File: config.mk
export PLATFORM = sky130hd
export DESIGN_NAME = coef_load_ctrl
export DESIGN_NICKNAME = d
export VERILOG_FILES = /design/src/rtl/coef_load_ctrl_pkg.sv /design/src/rtl/coef_ptr_cnt.sv /design/src/rtl/coef_load_ctrl.sv
export SDC_FILE = /design/constraint.sdc
export NUM_CORES = 1
export LEC_CHECK = 0
export ABC_AREA = 1
export ABC_CLOCK_PERIOD_IN_PS = 2000
export BUFFER_PORTS_ARGS = -buffer_cell sky130_fd_sc_hd__buf_4
export CAP_MARGIN = 10
export CORE_MARGIN = 2
export CORE_UTILIZATION = 55
export DETAILED_ROUTE_END_ITERATION = 8
export PLACE_DENSITY = 0.79
export SLEW_MARGIN = 20
export SYNTH_ARGS = -nofsm -noshare
export SYNTH_HDL_FRONTEND = slang
export SYNTH_SLANG_ARGS = --single-unit
File: constraint.sdc
create_clock -name clk -period 2 [get_ports clk]
set_input_delay 0.2 -clock clk [delete_from_list [all_inputs] [get_ports clk]]
set_output_delay 0.2 -clock clk [all_outputs]
set_load 0.01 [all_outputs]
File: src/rtl/coef_load_ctrl_pkg.sv
// Shared definitions for the coefficient load controller: controller states
// and default bank geometry.
package coef_load_ctrl_pkg;

  localparam int COEF_DATA_W = 8;
  localparam int COEF_DEPTH  = 8;
  localparam int COEF_SEL_W  = 3;
  localparam int COEF_REP_W  = 3;

  typedef enum logic [1:0] {
    ST_LOAD  = 2'd0,
    ST_FULL  = 2'd1,
    ST_DRAIN = 2'd2
  } coef_state_e;

endpackage

File: src/rtl/coef_ptr_cnt.sv
// Wrapping slot-index counter with synchronous clear (priority) and increment.
// Used for both the bank write pointer and the drain read pointer.
module coef_ptr_cnt #(
  parameter int SEL_W = 3
) (
  input  logic             clk,
  input  logic             reset,
  input  logic             clr,
  input  logic             inc,
  output logic [SEL_W-1:0] cnt
);

  logic [SEL_W-1:0] cnt_q;
  logic [SEL_W-1:0] cnt_d;

  // Next count: clear beats increment; natural wrap at 2**SEL_W.
  always_comb begin
    cnt_d = cnt_q;
    if (clr) begin
      cnt_d = '0;
    end else if (inc) begin
      cnt_d = cnt_q + SEL_W'(1);
    end
  end

  // Count register, asynchronously returned to slot 0.
  always_ff @(posedge clk or negedge reset) begin
    if (!reset) begin
      cnt_q <= '0;
    end else begin
      cnt_q <= cnt_d;
    end
  end

  assign cnt = cnt_q;

endmodule

File: src/rtl/coef_load_ctrl.sv
// Coefficient bank load/drain controller.
// Fills DEPTH bank slots from a valid/ready stream, waits for start, then
// sweeps the read index across the bank once per pass.
// Optional feature macro: COEF_CTRL_REPEAT_EN adds rep_cnt (extra passes).
module coef_load_ctrl
  import coef_load_ctrl_pkg::*;
#(
  parameter int DATA_W = COEF_DATA_W,
  parameter int DEPTH  = COEF_DEPTH,
  parameter int SEL_W  = COEF_SEL_W
) (
  input  logic                  clk,
  input  logic                  reset,
  input  logic                  clear,
  input  logic                  s_valid,
  input  logic [DATA_W-1:0]     s_data,
  output logic                  s_ready,
  input  logic                  start,
`ifdef COEF_CTRL_REPEAT_EN
  input  logic [COEF_REP_W-1:0] rep_cnt,
`endif
  output logic                  bank_en,
  output logic [SEL_W-1:0]      bank_sel,
  output logic [DATA_W-1:0]     bank_din,
  output logic [SEL_W-1:0]      rd_sel,
  output logic                  rd_valid,
  output logic                  loaded,
  output logic                  busy,
  output logic                  done
);

  localparam logic [SEL_W-1:0] LAST_SLOT = SEL_W'(DEPTH - 1);

  coef_state_e           state_q;
  logic                  bank_en_q;
  logic [SEL_W-1:0]      bank_sel_q;
  logic [DATA_W-1:0]     bank_din_q;
  logic [SEL_W-1:0]      rd_sel_q;
  logic                  rd_valid_q;
  logic                  loaded_q;
  logic                  busy_q;
  logic                  done_q;
  logic [COEF_REP_W-1:0] pass_q;

  logic [SEL_W-1:0]      wr_ptr;
  logic [SEL_W-1:0]      rd_ptr;
  logic [COEF_REP_W-1:0] pass_init;
  logic                  accept;
  logic                  drain_start;
  logic                  drain_last;
  logic                  rd_adv;

`ifdef COEF_CTRL_REPEAT_EN
  assign pass_init = rep_cnt;
`else
  assign pass_init = '0;
`endif

  // Only LOAD takes beats, and an abort in the same cycle blocks them.
  assign s_ready     = (state_q == ST_LOAD) && !clear;
  assign accept      = s_valid && s_ready;
  assign drain_start = (state_q == ST_FULL) && start && !clear;
  // Final read of the final pass is on the bank interface right now.
  assign drain_last  = (state_q == ST_DRAIN) && (rd_sel_q == LAST_SLOT) && (pass_q == '0);
  // rd_ptr always holds the slot to present on the following cycle.
  assign rd_adv      = !clear && (drain_start || ((state_q == ST_DRAIN) && !drain_last));

  coef_ptr_cnt #(.SEL_W(SEL_W)) u_wr_ptr (
    .clk   (clk),
    .reset (reset),
    .clr   (clear),
    .inc   (accept),
    .cnt   (wr_ptr)
  );

  coef_ptr_cnt #(.SEL_W(SEL_W)) u_rd_ptr (
    .clk   (clk),
    .reset (reset),
    .clr   (clear),
    .inc   (rd_adv),
    .cnt   (rd_ptr)
  );

  // Controller FSM with all bank/read/status outputs registered.
  always_ff @(posedge clk or negedge reset) begin
    if (!reset) begin
      state_q    <= ST_LOAD;
      bank_en_q  <= 1'b0;
      bank_sel_q <= '0;
      bank_din_q <= '0;
      rd_sel_q   <= '0;
      rd_valid_q <= 1'b0;
      loaded_q   <= 1'b0;
      busy_q     <= 1'b0;
      done_q     <= 1'b0;
      pass_q     <= '0;
    end else if (clear) begin
      // Bank contents stay put; only the bookkeeping is invalidated.
      state_q    <= ST_LOAD;
      bank_en_q  <= 1'b0;
      rd_sel_q   <= '0;
      rd_valid_q <= 1'b0;
      loaded_q   <= 1'b0;
      busy_q     <= 1'b0;
      done_q     <= 1'b0;
      pass_q     <= '0;
    end else begin
      bank_en_q <= 1'b0;
      done_q    <= 1'b0;
      case (state_q)
        ST_LOAD: begin
          if (accept) begin
            bank_en_q  <= 1'b1;
            bank_sel_q <= wr_ptr;
            bank_din_q <= s_data;
            if (wr_ptr == LAST_SLOT) begin
              state_q  <= ST_FULL;
              loaded_q <= 1'b1;
            end
          end
        end
        ST_FULL: begin
          if (drain_start) begin
            state_q    <= ST_DRAIN;
            busy_q     <= 1'b1;
            rd_valid_q <= 1'b1;
            rd_sel_q   <= rd_ptr;
            pass_q     <= pass_init;
          end
        end
        ST_DRAIN: begin
          if (drain_last) begin
            state_q    <= ST_LOAD;
            busy_q     <= 1'b0;
            rd_valid_q <= 1'b0;
            rd_sel_q   <= '0;
            loaded_q   <= 1'b0;
            done_q     <= 1'b1;
          end else begin
            // Next pass starts at slot 0 with no idle cycle in between.
            if (rd_sel_q == LAST_SLOT) begin
              pass_q <= pass_q - COEF_REP_W'(1);
            end
            rd_sel_q <= rd_ptr;
          end
        end
        default: begin
          state_q <= ST_LOAD;
        end
      endcase
    end
  end

  assign bank_en  = bank_en_q;
  assign bank_sel = bank_sel_q;
  assign bank_din = bank_din_q;
  assign rd_sel   = rd_sel_q;
  assign rd_valid = rd_valid_q;
  assign loaded   = loaded_q;
  assign busy     = busy_q;
  assign done     = done_q;

endmodule

=== Word level (Yosys, flattened, before mapping) ===
Index checks and enable logic that the tools add are counted.

* Register bits: 29
* Input port bits: 13
* Output and inout bits: 20
* Word-level logic and storage cells: 81

* $add $sub $neg: 3
* Equal/unequal tests: 10
* Mux-type cells: 33
* Bitwise logic cells: 1
* Reductions and logical operators: 23

{| class="wikitable"
|+ Operators with widths
! cell !! count
|-
| $mux 3 || 11
|-
| $mux 1 || 12
|-
| $ne 3x3->1 const B || 4
|-
| $pmux 3 s2 || 2
|-
| $reduce_and 4->1 || 3
|-
| $mux 2 || 5
|-
| $logic_and 1x1->1 || 8
|-
| $add 3x1->3 const B || 2
|-
| $eq 3x3->1 const B || 2
|-
| $ne 3x2->1 const B || 2
|-
| $pmux 2 s3 || 1
|-
| $reduce_and 3->1 || 2
|-
| $reduce_bool 3->1 || 2
|-
| $pmux 1 s2 || 2
|-
| $reduce_bool 2->1 || 2
|-
| $logic_not 3->1 || 1
|-
| $sub 3x1->3 const B || 1
|-
| $eq 2x1->1 const B || 1
|-
| $eq 2x2->1 const B || 1
|-
| $logic_not 1->1 || 2
|-
| $logic_not 2->1 || 1
|-
| $reduce_and 2->1 || 1
|-
| $logic_or 1x1->1 || 1
|-
| $not 1->1 || 1
|}

=== Depth between registers and ports, before layout ===
Gate-level depths: netlist of the first run.

* Depth in word-level cells: 9
* Gate-level depth with buffers: 9
* Mapped depth without buffers: 9

=== Modules after synthesis ===
Synthesis of the first run repeated with hierarchy kept, for this count alone.

* Cell total of the unflattened synthesis: 154
* Area, all modules: 1318.8 µm²

{| class="wikitable"
|+ By module, submodules not included
! module !! times used !! cells an instance !! area an instance (µm²)
|-
| coef_load_ctrl || 1 || 120 || 1033.5
|-
| coef_ptr_cnt || 2 || 17 || 142.6
|}

=== Worst setup path after synthesis of the first run ===
No wires, ideal clock.

* Path type: register -> register
* From: register pass_q[0]
* To: register u_rd_ptr.cnt_q[2] (netlist: u_rd_ptr.cnt[2])
* Arrival: 1.128 ns
* Path slack: 0.755 ns
* Cell stages (with the launch flop): 9
* Clock period less this slack: 1.245 ns
* Cells stage by stage: dfrtp_1 inv_1 ha_1 ha_1 nand4_1 nand2_1 nand2_2 nand2_1 nand2_1

* Longest elaborated chain between the ends: 7

{| class="wikitable"
|+ Ends and longest elaborated chain
! element !! RTL line !! source
|-
| from (decl) || coef_load_ctrl.sv:43 || <nowiki>logic [COEF_REP_W-1:0] pass_q;</nowiki>
|-
| from (signal assigned) || coef_load_ctrl.sv:128 || <nowiki>pass_q <= pass_init;</nowiki>
|-
| from (signal assigned) || coef_load_ctrl.sv:142 || <nowiki>pass_q <= pass_q - COEF_REP_W'(1);</nowiki>
|-
| $logic_not 3->1 || coef_load_ctrl.sv:64 || <nowiki>assign drain_last = (state_q == ST_DRAIN) && (rd_sel_q == LAST_SLOT) && (pass_q == '0);</nowiki>
|-
| $logic_and 1x1->1 || coef_load_ctrl.sv:64 ||
|-
| $logic_not 1->1 || coef_load_ctrl.sv:66 || <nowiki>assign rd_adv = !clear && (drain_start || ((state_q == ST_DRAIN) && !drain_last));</nowiki>
|-
| $logic_and 1x1->1 || coef_load_ctrl.sv:66 ||
|-
| $logic_or 1x1->1 || coef_load_ctrl.sv:66 ||
|-
| $logic_and 1x1->1 || coef_load_ctrl.sv:66 ||
|-
| $reduce_bool 2->1 (no line) || - ||
|-
| to (signal assigned) || coef_ptr_cnt.sv:31 || <nowiki>cnt_q <= cnt_d;</nowiki>
|-
| to (decl) || coef_ptr_cnt.sv:13 || <nowiki>logic [SEL_W-1:0] cnt_q;</nowiki>
|}

No other way between the ends.
A chain may end at the register's enable or synchronous reset.

=== Worst setup path after layout of the first run ===
* From: register pass_q[0]
* To: register u_rd_ptr.cnt_q[1] (netlist: u_rd_ptr.cnt[1])

The elaborated chain is that of the path after synthesis.

==> summary.txt, run 1 <==
Drt
  • Via count: ~1100
  • Drt first pass iters: 4
  • Final ANT Viol Nets: 0
  • Via/cell ratio: 4.950
  • Drc violations: 0
  • Iteration-0 DRC Markers: 33
  • Post-DR wirelength/cell: 12.13 um
  • Total routed wirelength: 2681 um

CTS
  • Clk Latency, worst-skew pair: 0.32 ns
  • CTS Buf Count: 5
  • Clock Sinks: 29
  • Gates resized, CTS repair: 0
  • H-tree level count: 2
  • Root Buffer: clkbuf_4
  • Worst-path clk slew: around 0.09 ns
  • Max Buffers Root-to-Sink: 2
  • CTS tree: built

Power and ir drop
  • LEAKAGE: 0.0009358 uW
  • Final Power: 1862 uW
  • VDD IR-drop max: 0.0007360 V
  • Pwr dens: between 1000 and 1500 nW/um^2

STA
  • Fmax: 0.6953 GHz
  • Final slew viol count: 0
  • Minimum hold slack: 0.07167 ns
  • Worst-Margin Slew: 0.3633 ns
  • Min Clock Period, post-route: 1.438 ns
  • Final setup fails: 0
  • Final period utilization: 71.91%
  • RSZ-0062 raised after global routing: false
  • Worst rel slew slack: 75.78%
  • Worst clock skew: 0.01134 ns
  • Fin Setup TNS: 0 ns
  • Hold Vio Cnt, Final: 0

Floorplan
  • Die Ht: 53.36 um
  • Die area: 2847 sq um
  • # IOs: 33
  • Starting density of the core: between 50% and 60%
  • Core area: approximately 2300 sq um
  • Placement Rows: 17
  • Die Wd: between 50 and 60 um

Cells and area
  • Layout cells sized above 1: 26.42%
  • Antenna cells: 0
  • Area Growth Syn to Fin: 23.44%
  • Post-layout util: 73.36%
  • Fin nets: 211

Critical path
  • CP Data Arrival Time: 1.66 ns
  • WP data required: 2.22 ns
  • Crit. End Element: flip-flop
  • Startpoint Class: flip-flop
  • CP max FO: 4
  • CP Class: reg -> reg

Place
  • GP Congestion: 0.7771
  • Hpwl dp: ~2000 um
  • Port buffer count: 32

Synth
  • Unique masters post-synth: 19
  • Top FF cell, synth: dfrtp_1
  • Syn Nets: 174
  • Number of flops mapped to enable cells by yosys: 0
  • Synth Area per Inst: 8.590 sq um
  • Area share of the largest cell type after synthesis: 54.15%
  • Yosys reg bits: 29
  • Synth Warn #: 0
  • Mapped cell area: 1340 sq um
  • Synth top cells by count: nand2_1, dfrtp_1, inv_1
  • Synth area leader: dfrtp_1
  • Top post-synthesis cells by area: dfrtp_1, nand2_1, ha_1, nand3_1, inv_1
  • Fraction of registers with async set/reset: 100.0%
  • Post-synthesis sequential area ratio: 54.15%
  • Most common cell in the netlist: nand2_1
  • Post-Syn Instances: between 150 and 200

Global route
  • Vias in the first global route: 990
  • Initial antenna violation count: 0
  • All-layer global routing usage: 21.31%
  • First-pass GRT wire length: 4215 um
  • GRT overflow: 0
  • Largest net degree at the start of global routing: 30

Run
  • Max-Cap Viols: 0

Hold path
  • Worst Hold Class: in -> reg

Status
  • Status: finished clean
==> cell usage in the layout (no fill, tap or decap) <==
cell type,instances
nand2_1,71
buf_4,32
dfrtp_1,29
inv_1,13
nand3_1,11
nand2_2,5
ha_1,5
clkbuf_4,5
nor2_2,3
o21ai_0,3
inv_2,2
nor2_1,2
nor2_4,2
nand3b_1,2
nand4_1,1
nor3_2,1
o21a_1,1
o21ai_1,1
xor2_1,1
clkbuf_1,1
clkbuf_8,1
dlygate4sd3_1,1
==> registers in the layout, indices dropped and copies added (netlist names) <==
register and count:
loaded 1, state_q 2, rd_sel 3, busy 1, bank_sel 3, u_rd_ptr.cnt 3
pass_q 3, u_wr_ptr.cnt 3, bank_en 1, bank_din 8, done 1
==> cells by family after synthesis <==
logic type / count (synthesis) / synth area share, %
compound gates: 5 / 2.054
simple gates: 98 / 32.31
flops: 29 / 54.16
buf+inv: 18 / 6.163
fa+ha+maj: 5 / 4.669
xor+xnor: 1 / 0.6537
==> power breakdown <==
part | total (uW) | switching (uW) | internal (uW)
Combinational | 654 | 359 | 295
Clock | 355 | 189 | 166
Sequential | 853 | 110 | 743
==> worst max-delay path, stage by stage (launching register included) <==
cell     delay, ns
dfrtp_1       0.38
inv_1         0.08
ha_1          0.16
ha_1          0.19
nand4_1       0.13
nand2_1       0.17
nand2_2       0.10
nand2_1       0.08
nand2_1       0.05
==> final cells by class <==
| class | instances | area (sq um) |
|---|---|---|
| Timing Repair Buffer | 33 | 250.2 |
| Tap cell | 28 | 35.03 |
| Sequential cell | 29 | 725.7 |
| Inverter | 15 | 56.30 |
| Fill cell | 184 | 600.6 |
| Clock buffer | 7 | 55.05 |
| Multi-Input combinational cell | 109 | 531.8 |
==> stage by stage <==
| stage | setup slack (ns) | cell area [sq um] | cells |
|---|---|---|---|
| finish | 0.5617 | 1654 | 221 |
| global route | 0.4762 | 1654 | 221 |
| CTS | 0.5756 | 1654 | 221 |
| detailed placement | 0.5883 | 1589 | 213 |
| global placement | 0.6802 | 1589 | 213 |
| floorplan | 0.7553 | 1340 | 156 |
==> what timing repair did <==
action,in CTS,in global routing
endpoints found under the hold margin,29,0
hold buffers,1,0
setup buffers,0,0
==> path summary, 6_finish.rpt <==
check	startpoint	end	slack, ns	cells past startpoint
max	pass_q[0]	u_rd_ptr.cnt[1]	0.56	8
min	s_data[7]	bank_din[7]	0.07	3
max reg2reg	pass_q[0]	u_rd_ptr.cnt[1]	0.56	8
min reg2reg	pass_q[0]	pass_q[0]	0.48	2
max in group asynchronous	reset	bank_din[1]	1.40	2
min in group asynchronous	reset	u_rd_ptr.cnt[1]	0.33	2
==> metal layers <==
metal  routed length, um  global-route usage [%]  up-vias
li1                    -                       -      551
met1                1165                   27.45      506
met2                1338                   33.33       35
met3                 162                   7.627        2
met4                  14                   6.410        0
met5                   0                       0        -
Power figures use the tool's default switching activity.
==> run 2, diff against run 1 <==
--- a/config.mk
+++ b/config.mk
@@ -6,13 +6,13 @@
 export NUM_CORES = 1
 export LEC_CHECK = 0
 export ABC_AREA = 1
-export ABC_CLOCK_PERIOD_IN_PS = 2000
+export ABC_CLOCK_PERIOD_IN_PS = 1400
 export BUFFER_PORTS_ARGS = -buffer_cell sky130_fd_sc_hd__buf_4
 export CAP_MARGIN = 10
 export CORE_MARGIN = 2
-export CORE_UTILIZATION = 55
+export CORE_UTILIZATION = 52
 export DETAILED_ROUTE_END_ITERATION = 8
-export PLACE_DENSITY = 0.79
+export PLACE_DENSITY = 0.75
 export SLEW_MARGIN = 20
 export SYNTH_ARGS = -nofsm -noshare
 export SYNTH_HDL_FRONTEND = slang
==> constraint.sdc (replaced) <==
create_clock -name clk -period 1.4 [get_ports clk]
set_input_delay 0.14 -clock clk [delete_from_list [all_inputs] [get_ports clk]]
set_output_delay 0.14 -clock clk [all_outputs]
set_load 0.01 [all_outputs]
==> run 2 against run 1 <==
  * Clock skew shrank 0.0098 ns
  * Flip-flop and latch count stayed put
  * Setup slack got worse by 0.51 ns
  * Wire length is 8.3% higher
  * Largest cell class unchanged
==> summary.txt, run 2 (same netlist as run 1, synthesis figures left out) <==
Critical path
  • Max stage delay on crit path: 0.40 ns (+0.02 ns)
  • Worst-path cell chain: inv_2 -> ha_4 -> ha_4 -> nand4_1 -> nand2_2 -> nand2_4 -> nand2_2 -> nand2_2
  • CP max FO: 4 (unchanged)
  • CP dominant cell by count: nand2_2
  • Cell family with most CP delay: simple AND/OR/NAND/NOR gates
  • Reg2reg setup slack: 0.05 ns (-0.51 ns)
  • WP data required: 1.63 ns (-0.59 ns)
  • CP Data Arrival Time: 1.58 ns (-0.08 ns)
  • Crit. End Element: flip-flop
  • Worst path buffer plus inverter count: 1 (unchanged)
  • Slowest CP cell: dfrtp_1
  • Startpoint Class: flip-flop
  • CP Class: reg -> reg

STA
  • Fmax: 0.7407 GHz (+6.5%)
  • Hold Vio Cnt, Final: 0 (unchanged)
  • Worst rel slew slack: 75.77% (about the same)
  • RSZ-0062 raised after global routing: true
  • Worst-Margin Slew: 0.3634 ns (+0.0001026 ns)
  • Final setup fails: 0 (unchanged)
  • Final slew viol count: 0 (unchanged)
  • Worst clock skew: 0.001494 ns (-0.009841 ns)
  • Minimum hold slack: 0.01060 ns (-0.06107 ns)
  • Fin Setup TNS: 0 ns (unchanged)
  • Final period utilization: 96.43% (+25 points)
  • Min Clock Period, post-route: 1.350 ns (-0.08819 ns)

Drt
  • Total routed wirelength: 2904 um (+8.3%)
  • Top Layer Used: met4
  • Met2 routed WL: 1522 um (+14%)
  • Post-DR wirelength/cell: 12.68 um (+4.5%)
  • Drc violations: 0 (unchanged)
  • Via/cell ratio: 4.900 (-1.0%)
  • Via count: 1122 (+2.6%)
  • Met3 Routed Length: 145 um (-10%)
  • Iteration-0 DRC Markers: 23 (-30%)
  • Metal1 wirelength: 1180 um (+1.3%)
  • Final ANT Viol Nets: 0 (unchanged)
  • Drt first pass iters: 4 (unchanged)

CTS
  • H-tree level count: 2 (unchanged)
  • Clk Latency, worst-skew pair: 0.33 ns (about the same)
  • Clock Sinks: 29 (unchanged)
  • Worst-path clk slew: 0.09 ns (about the same)
  • CTS Buf Count: 5 (unchanged)
  • CTS tree: built
  • Max Buffers Root-to-Sink: 2 (unchanged)
  • Root Buffer: clkbuf_4

Power and ir drop
  • LEAKAGE: 0.0009812 uW (+4.9%)
  • Sw power: 1010 uW (+53%)
  • Clock power share: 20.8% (+1.8 points)
  • Final Power: 2842 uW (+53%)
  • Seq pwr share: 43.1% (-2.7 points)
  • Net Sw Frac: 35.55% (+0.19 points)
  • Pwr dens: 1590 nW/um^2 (+41%)
  • Cell Int Power: 1832 uW (+52%)
  • VDD IR-drop max: 0.001164 V (+58%)
  • Comb pwr share: 36.2% (+1.1 points)

Floorplan
  • Core area: 2455 sq um (+8.9%)
  • Starting density of the core: 54.59% (-4.8 points)
  • Placement Rows: 18 (+1)
  • Die Wd: 54.77 um (+2.6%)
  • Die Ht: 54.77 um (+2.6%)
  • Die area: 2999 sq um (+5.3%)
  • # IOs: 33 (unchanged)

Place
  • Hpwl dp: 2011 um (+2.3%)
  • Port buffer count: 32 (unchanged)
  • GP Congestion: 0.8035 (+3.4%)
  • Inst Count DP: 216 (+1.4%)

Cells and area
  • Post-layout util: 72.83% (-0.53 points)
  • Multi-input gate area: 589.3 sq um (+11%)
  • Commonest non-fill, non-tap cell in the layout: nand2_1
  • Area Growth Syn to Fin: 33.43%
  • Layout cells sized above 1: 34.67% (+8.2 points)
  • Register area: 726.9 sq um (+0.17%)
  • Max reg flops: 8 (unchanged)
  • Antenna cells: 0 (unchanged)
  • Fin nets: 216 (+2.4%)
  • Highest-count cells in the layout ignoring fill and taps: nand2_1, buf_4, dfrtp_1
  • Fill cells: 174 (-5.4%)
  • Cell Count, Final, Fillers Out: 229 (+3.6%)

Global route
  • First-pass GRT wire length: 4567 um (+8.4%)
  • All-layer global routing usage: 22.20% (+0.89 points)
  • Vias in the first global route: 1050 (+6.1%)
  • GRT overflow: 0 (unchanged)
  • Initial antenna violation count: 0 (unchanged)
  • Largest net degree at the start of global routing: 30 (unchanged)

Hold path
  • Worst Hold Class: in -> reg

Status
  • Status: finished clean

Run
  • Max-Cap Viols: 0 (unchanged)
-- run 2: cell types whose count changed in the layout (fill, tap and decap cells not counted), moves of 2 or more --
cell / change
ha_4: +2
inv_1: -3
inv_2: +3
nand2_2: +6
nand2_1: -7
ha_1: -2
dlygate4sd3_1: +3
-- run 2: tightest hold or removal path, delay by kind of cell --
family,cells,cell delay [ns]
buffers and inverters,1,0.08
AND/OR/NAND/NOR,2,0.09
-- run 2: path summary, 6_finish.rpt --
check,endpoint,depth (start not counted),from
max,u_rd_ptr.cnt[2],8,pass_q[1]
min,bank_din[5],3,s_data[5]
max reg2reg,u_rd_ptr.cnt[2],8,pass_q[1]
min reg2reg,bank_din[7],2,bank_din[7]
max in group asynchronous,state_q[1],2,reset
min in group asynchronous,done,2,reset
-- run 2: metrics by stage --
stage	setup WS, ns	cell area, sq um
6_report	0.04993	1788
4_1_cts	0.01229	1722
3_5_place_dp	0.01357	1612
5_1_grt	-0.03861	1788
3_3_place_gp	0.07728	1612
2_1_floorplan	0.1553	1340
-- run 2: repair_timing --
item,CTS,global route
setup endpoints to repair,0,13
buffers inserted,0,1
hold endpoints to repair,32,0
gates resized for setup,0,18
hold buffers,4,0
-- run 2: metal layers --
metal,GRT usage (%),vias to the layer above
met1,28.85,516
met5,0,-
met2,33.33,30
li1,-,569
met3,6.284,7
met4,11.67,0
-- run 2: layout make-up --
| class | count | area share, % |
|---|---|---|
| clock buffers | 7 | 3.639 |
| clock inverters | 1 | 0.2799 |
| multi-input cells | 109 | 32.96 |
| flip-flops and latches | 29 | 40.66 |
| repair buffers | 38 | 17.21 |
| well taps | 30 | 2.099 |
| inverters | 15 | 3.149 |
-- run 2: power by group through the flow --
| stage | clock (uW) | combinational, uW | sequential [uW] |
|---|---|---|---|
| 3_3_place_gp | 0 | 943 | 1220 |
| 6_report | 590 | 1030 | 1220 |
| 4_1_cts | 598 | 979 | 1220 |
| 3_5_place_dp | 0 | 969 | 1230 |
| 2_1_floorplan | 0 | 460 | 1290 |
| 5_1_grt | 632 | 1160 | 1260 |
==> run 3, diff against run 2 <==
--- a/config.mk
+++ b/config.mk
@@ -10,10 +10,11 @@
 export BUFFER_PORTS_ARGS = -buffer_cell sky130_fd_sc_hd__buf_4
 export CAP_MARGIN = 10
 export CORE_MARGIN = 2
-export CORE_UTILIZATION = 52
+export CORE_UTILIZATION = 51
 export DETAILED_ROUTE_END_ITERATION = 8
-export PLACE_DENSITY = 0.75
+export PLACE_DENSITY = 0.74
 export SLEW_MARGIN = 20
 export SYNTH_ARGS = -nofsm -noshare
 export SYNTH_HDL_FRONTEND = slang
+export SYNTH_HIERARCHICAL = 1
 export SYNTH_SLANG_ARGS = --single-unit
==> run 3 against run 2 <==
  * The run now ends with negative setup slack left
  * Total power is 43% lower
  * Design area is 1.0% lower
  * Critical path depth is 1 higher
  * Register-to-register slack worse by 0.098 ns
  * Maximum frequency is 6.7% lower
  * Hold slack better by 0.0061 ns
  * Critical endpoint is now loaded
==> summary.txt, run 3 <==
Drt
  • Drt first pass iters: 4 (unchanged)
  • Final ANT Viol Nets: 0 (unchanged)
  • Iteration-0 DRC Markers: 23 (unchanged)
  • Drc violations: 0 (unchanged)
  • Via/cell ratio: 5.180 (+5.7%)
  • Total routed wirelength: 2997 um (+3.2%)
  • Via count: 1181 (+5.3%)
  • Post-DR wirelength/cell: 13.14 um (+3.7%)

Synth
  • Synth Area per Inst: 8.563 sq um (-0.31%)
  • Area share of the largest cell type after synthesis: 55.03% (+0.87 points)
  • Syn Nets: 171 (-1.7%)
  • Top FF cell, synth: dfrtp_1
  • Top post-synthesis cells by area: dfrtp_1, nand2_1, nand3_1, inv_1, ha_1
  • Unique masters post-synth: 20 (+1)
  • Mapped cell area: 1319 sq um (-1.6%)
  • Post-synthesis sequential area ratio: 55.03% (+0.87 points)
  • Yosys reg bits: 29 (unchanged)
  • Fraction of registers with async set/reset: 100.0% (unchanged)
  • Number of flops mapped to enable cells by yosys: 0 (unchanged)
  • Synth area leader: dfrtp_1
  • Synth top cells by count: nand2_1, dfrtp_1, inv_1
  • Post-Syn Instances: 154 (-1.3%)
  • Most common cell in the netlist: nand2_1
  • Synth Warn #: 6 (+6)

Cells and area
  • Max reg flops: 8 (unchanged)
  • Post-layout util: 72.07% (-0.76 points)
  • Post-route cell area: 1769 sq um (-1.0%)
  • Commonest non-fill, non-tap cell in the layout: nand2_1
  • Area Growth Syn to Fin: 34.16%
  • Layout cells sized above 1: 31.82% (-2.9 points)
  • Antenna cells: 0 (unchanged)
  • Highest-count cells in the layout ignoring fill and taps: nand2_1, buf_4, dfrtp_1
  • Fin nets: 215 (-0.46%)

Hold path
  • HP Start: s_data[4]
  • Worst Hold End: bank_din[4]
  • Hold path depth: 3 (unchanged)
  • Worst Hold Class: in -> reg

Status
  • Status: finished, violations left
  • Violated checks: negative setup slack

Critical path
  • Startpoint Class: flip-flop
  • CP Data Arrival Time: 1.67 ns (+0.09 ns)
  • Worst-path cell chain: inv_2 -> ha_4 -> ha_4 -> nand3_4 -> o21ai_4 -> buf_6 -> nand3_2 -> nand2_1 -> nand2_1
  • R2R Path End: loaded
  • Slowest CP cell: dfrtp_1
  • Reg2reg setup slack: -0.05 ns (-0.10 ns)
  • Worst r2r src: pass_q[1]
  • Worst r2r path cells: 9 (+1)
  • CP max FO: 3 (-1)
  • CP Class: reg -> reg
  • WP data required: 1.62 ns (about the same)
  • Crit. End Element: flip-flop
  • Max stage delay on crit path: 0.39 ns (about the same)

STA
  • Fmax: 0.6907 GHz (-6.7%)
  • Final setup fails: 7 (+7)
  • Hold Vio Cnt, Final: 0 (unchanged)
  • Worst clock skew: 0.006589 ns (+0.005095 ns)
  • Worst-Margin Slew: 0.3555 ns (-0.007962 ns)
  • Final slew viol count: 0 (unchanged)
  • RSZ-0062 raised after global routing: true
  • Min Clock Period, post-route: 1.448 ns (+0.09767 ns)
  • Final period utilization: 103.4% (+7.0 points)
  • Worst rel slew slack: 76.30% (+0.53 points)
  • Final Worst Setup Slack: -0.04774 ns (-0.09767 ns)

Floorplan
  • Die Wd: 54.85 um (+0.16%)
  • Die area: 3009 sq um (+0.31%)
  • Core area: 2455 sq um (unchanged)
  • Starting density of the core: 53.72% (-0.87 points)
  • Die Ht: 54.85 um (+0.16%)
  • Placement Rows: 18 (unchanged)
  • # IOs: 33 (unchanged)

Run
  • Max-Cap Viols: 0 (unchanged)

Power and ir drop
  • Clock power share: 31.0% (+10 points)
  • Pwr dens: 914.7 nW/um^2 (-42%)
  • Cell Int Power: 1213 uW (-34%)
  • Sw power: 405.3 uW (-60%)
  • Seq pwr share: 55.8% (+13 points)
  • VDD IR-drop max: 0.0007499 V (-36%)
  • Net Sw Frac: 25.04% (-11 points)
  • LEAKAGE: 0.0009065 uW (-7.6%)
  • Comb pwr share: 13.2% (-23 points)

CTS
  • CTS tree: built
  • Clk Latency, worst-skew pair: 0.32 ns (about the same)
  • Worst-path clk slew: 0.08 ns (about the same)
  • Clock Sinks: 29 (unchanged)
  • CTS Buf Count: 5 (unchanged)
  • Root Buffer: clkbuf_4
  • H-tree level count: 2 (unchanged)
  • Max Buffers Root-to-Sink: 2 (unchanged)

Global route
  • GRT overflow: 0 (unchanged)
  • Vias in the first global route: 1025 (-2.4%)
  • Largest net degree at the start of global routing: 30 (unchanged)
  • Initial antenna violation count: 0 (unchanged)
  • Met1 Usage GRT: 25.53% (-3.3 points)
  • Met3 Usage GRT: 9.290% (+3.0 points)
  • GR Layer Usage met2: 34.13% (+0.79 points)
  • First-pass GRT wire length: 4340 um (-5.0%)
  • Most Crowded Layer GR: met2
  • All-layer global routing usage: 21.54% (-0.65 points)

Place
  • Cell Area, Placed: 1597 sq um (-0.93%)
  • Port buffer count: 32 (unchanged)
  • GP Congestion: 0.8977 (+12%)
  • Hpwl dp: 2069 um (+2.9%)
==> run 3: worst max-delay path by stage <==
| stage | from | depth (start not counted) | endpoint | slack, ns |
|---|---|---|---|---|
| finish | pass_q[1] | 9 | loaded | -0.05 |
| global route | pass_q[1] | 9 | u_rd_ptr/cnt[2] | -0.12 |
| CTS | pass_q[1] | 8 | u_rd_ptr/cnt[2] | -0.03 |
| detailed placement | pass_q[0] | 7 | rd_sel[1] | -0.1 |
| global placement | pass_q[0] | 8 | u_rd_ptr/cnt[2] | -0.02 |
| floorplan | pass_q[0] | 8 | u_rd_ptr/cnt[2] | 0.003 |
==> run 3: cell families (layout without fill, tap and decap cells) <==
kind of cell               Yosys count  after routing  share of synthesized area [%]
buffers and inverters               20             64                          6.831
DFF                                 29             29                          55.03
adders and majority gates            4              4                          3.795
and+or+nand+nor                     83             83                          26.95
AOI/OAI and AO/OA                   18             18                          7.400
==> run 3: worst max-delay path: cells and delay by family (launching register included) <==
family / cells / cell delay (ns)
flip-flops: 1 / 0.39
AND/OR/NAND/NOR: 4 / 0.25
AO/OA/AOI/OAI: 1 / 0.21
buffers and inverters: 2 / 0.21
adder cells (fa/ha/maj): 2 / 0.28
==> run 3: area by class of cell <==
class | count | area [sq um]
Tap cell | 30 | 37.54
Inverter | 17 | 63.81
Clock buffer | 7 | 55.05
Sequential cell | 29 | 726.9
Timing Repair Buffer | 40 | 309.0
Fill cell | 187 | 685.7
Multi-Input combinational cell | 105 | 576.8
==> run 3: routing by layer <==
metal | part of all wire [%] | vias to the layer above
li1 | - | 577
met4 | 1.9 | 0
met2 | 51 | 27
met3 | 4.7 | 4
met1 | 42 | 573
met5 | 0 | -
==> run 3: through the flow <==
stage                     setup WS [ns]  TNS [ns]  hold slack (ns)  std cells  total power (uW)
after floorplan                0.003280         0          -0.1556        154              1007
after global placement         -0.01625  -0.07055          0.07448        216              1120
after detailed placement       -0.09633   -0.4456          0.07780        216              1129
after CTS                      -0.03065  -0.06786         0.005582        226              1638
after global routing            -0.1218    -1.008         0.005720        228              1703
final                          -0.04774   -0.1772          0.01667        228              1618
==> run 3: power groups by stage <==
stage	logic, uW	clock network, uW	registers, uW
after floorplan	72.8	0	934
after global placement	203	0	916
after detailed placement	209	0	920
after CTS	215	519	904
after global routing	239	556	908
final	213	501	904
==> run 3: what timing repair did <==
action | in CTS | in global routing
pin swaps | 7 | 4
buffers inserted | 2 | 1
endpoints found under the setup margin | 10 | 13
gates resized for setup | 10 | 8
hold endpoints to repair | 29 | 1
hold buffers | 1 | 1
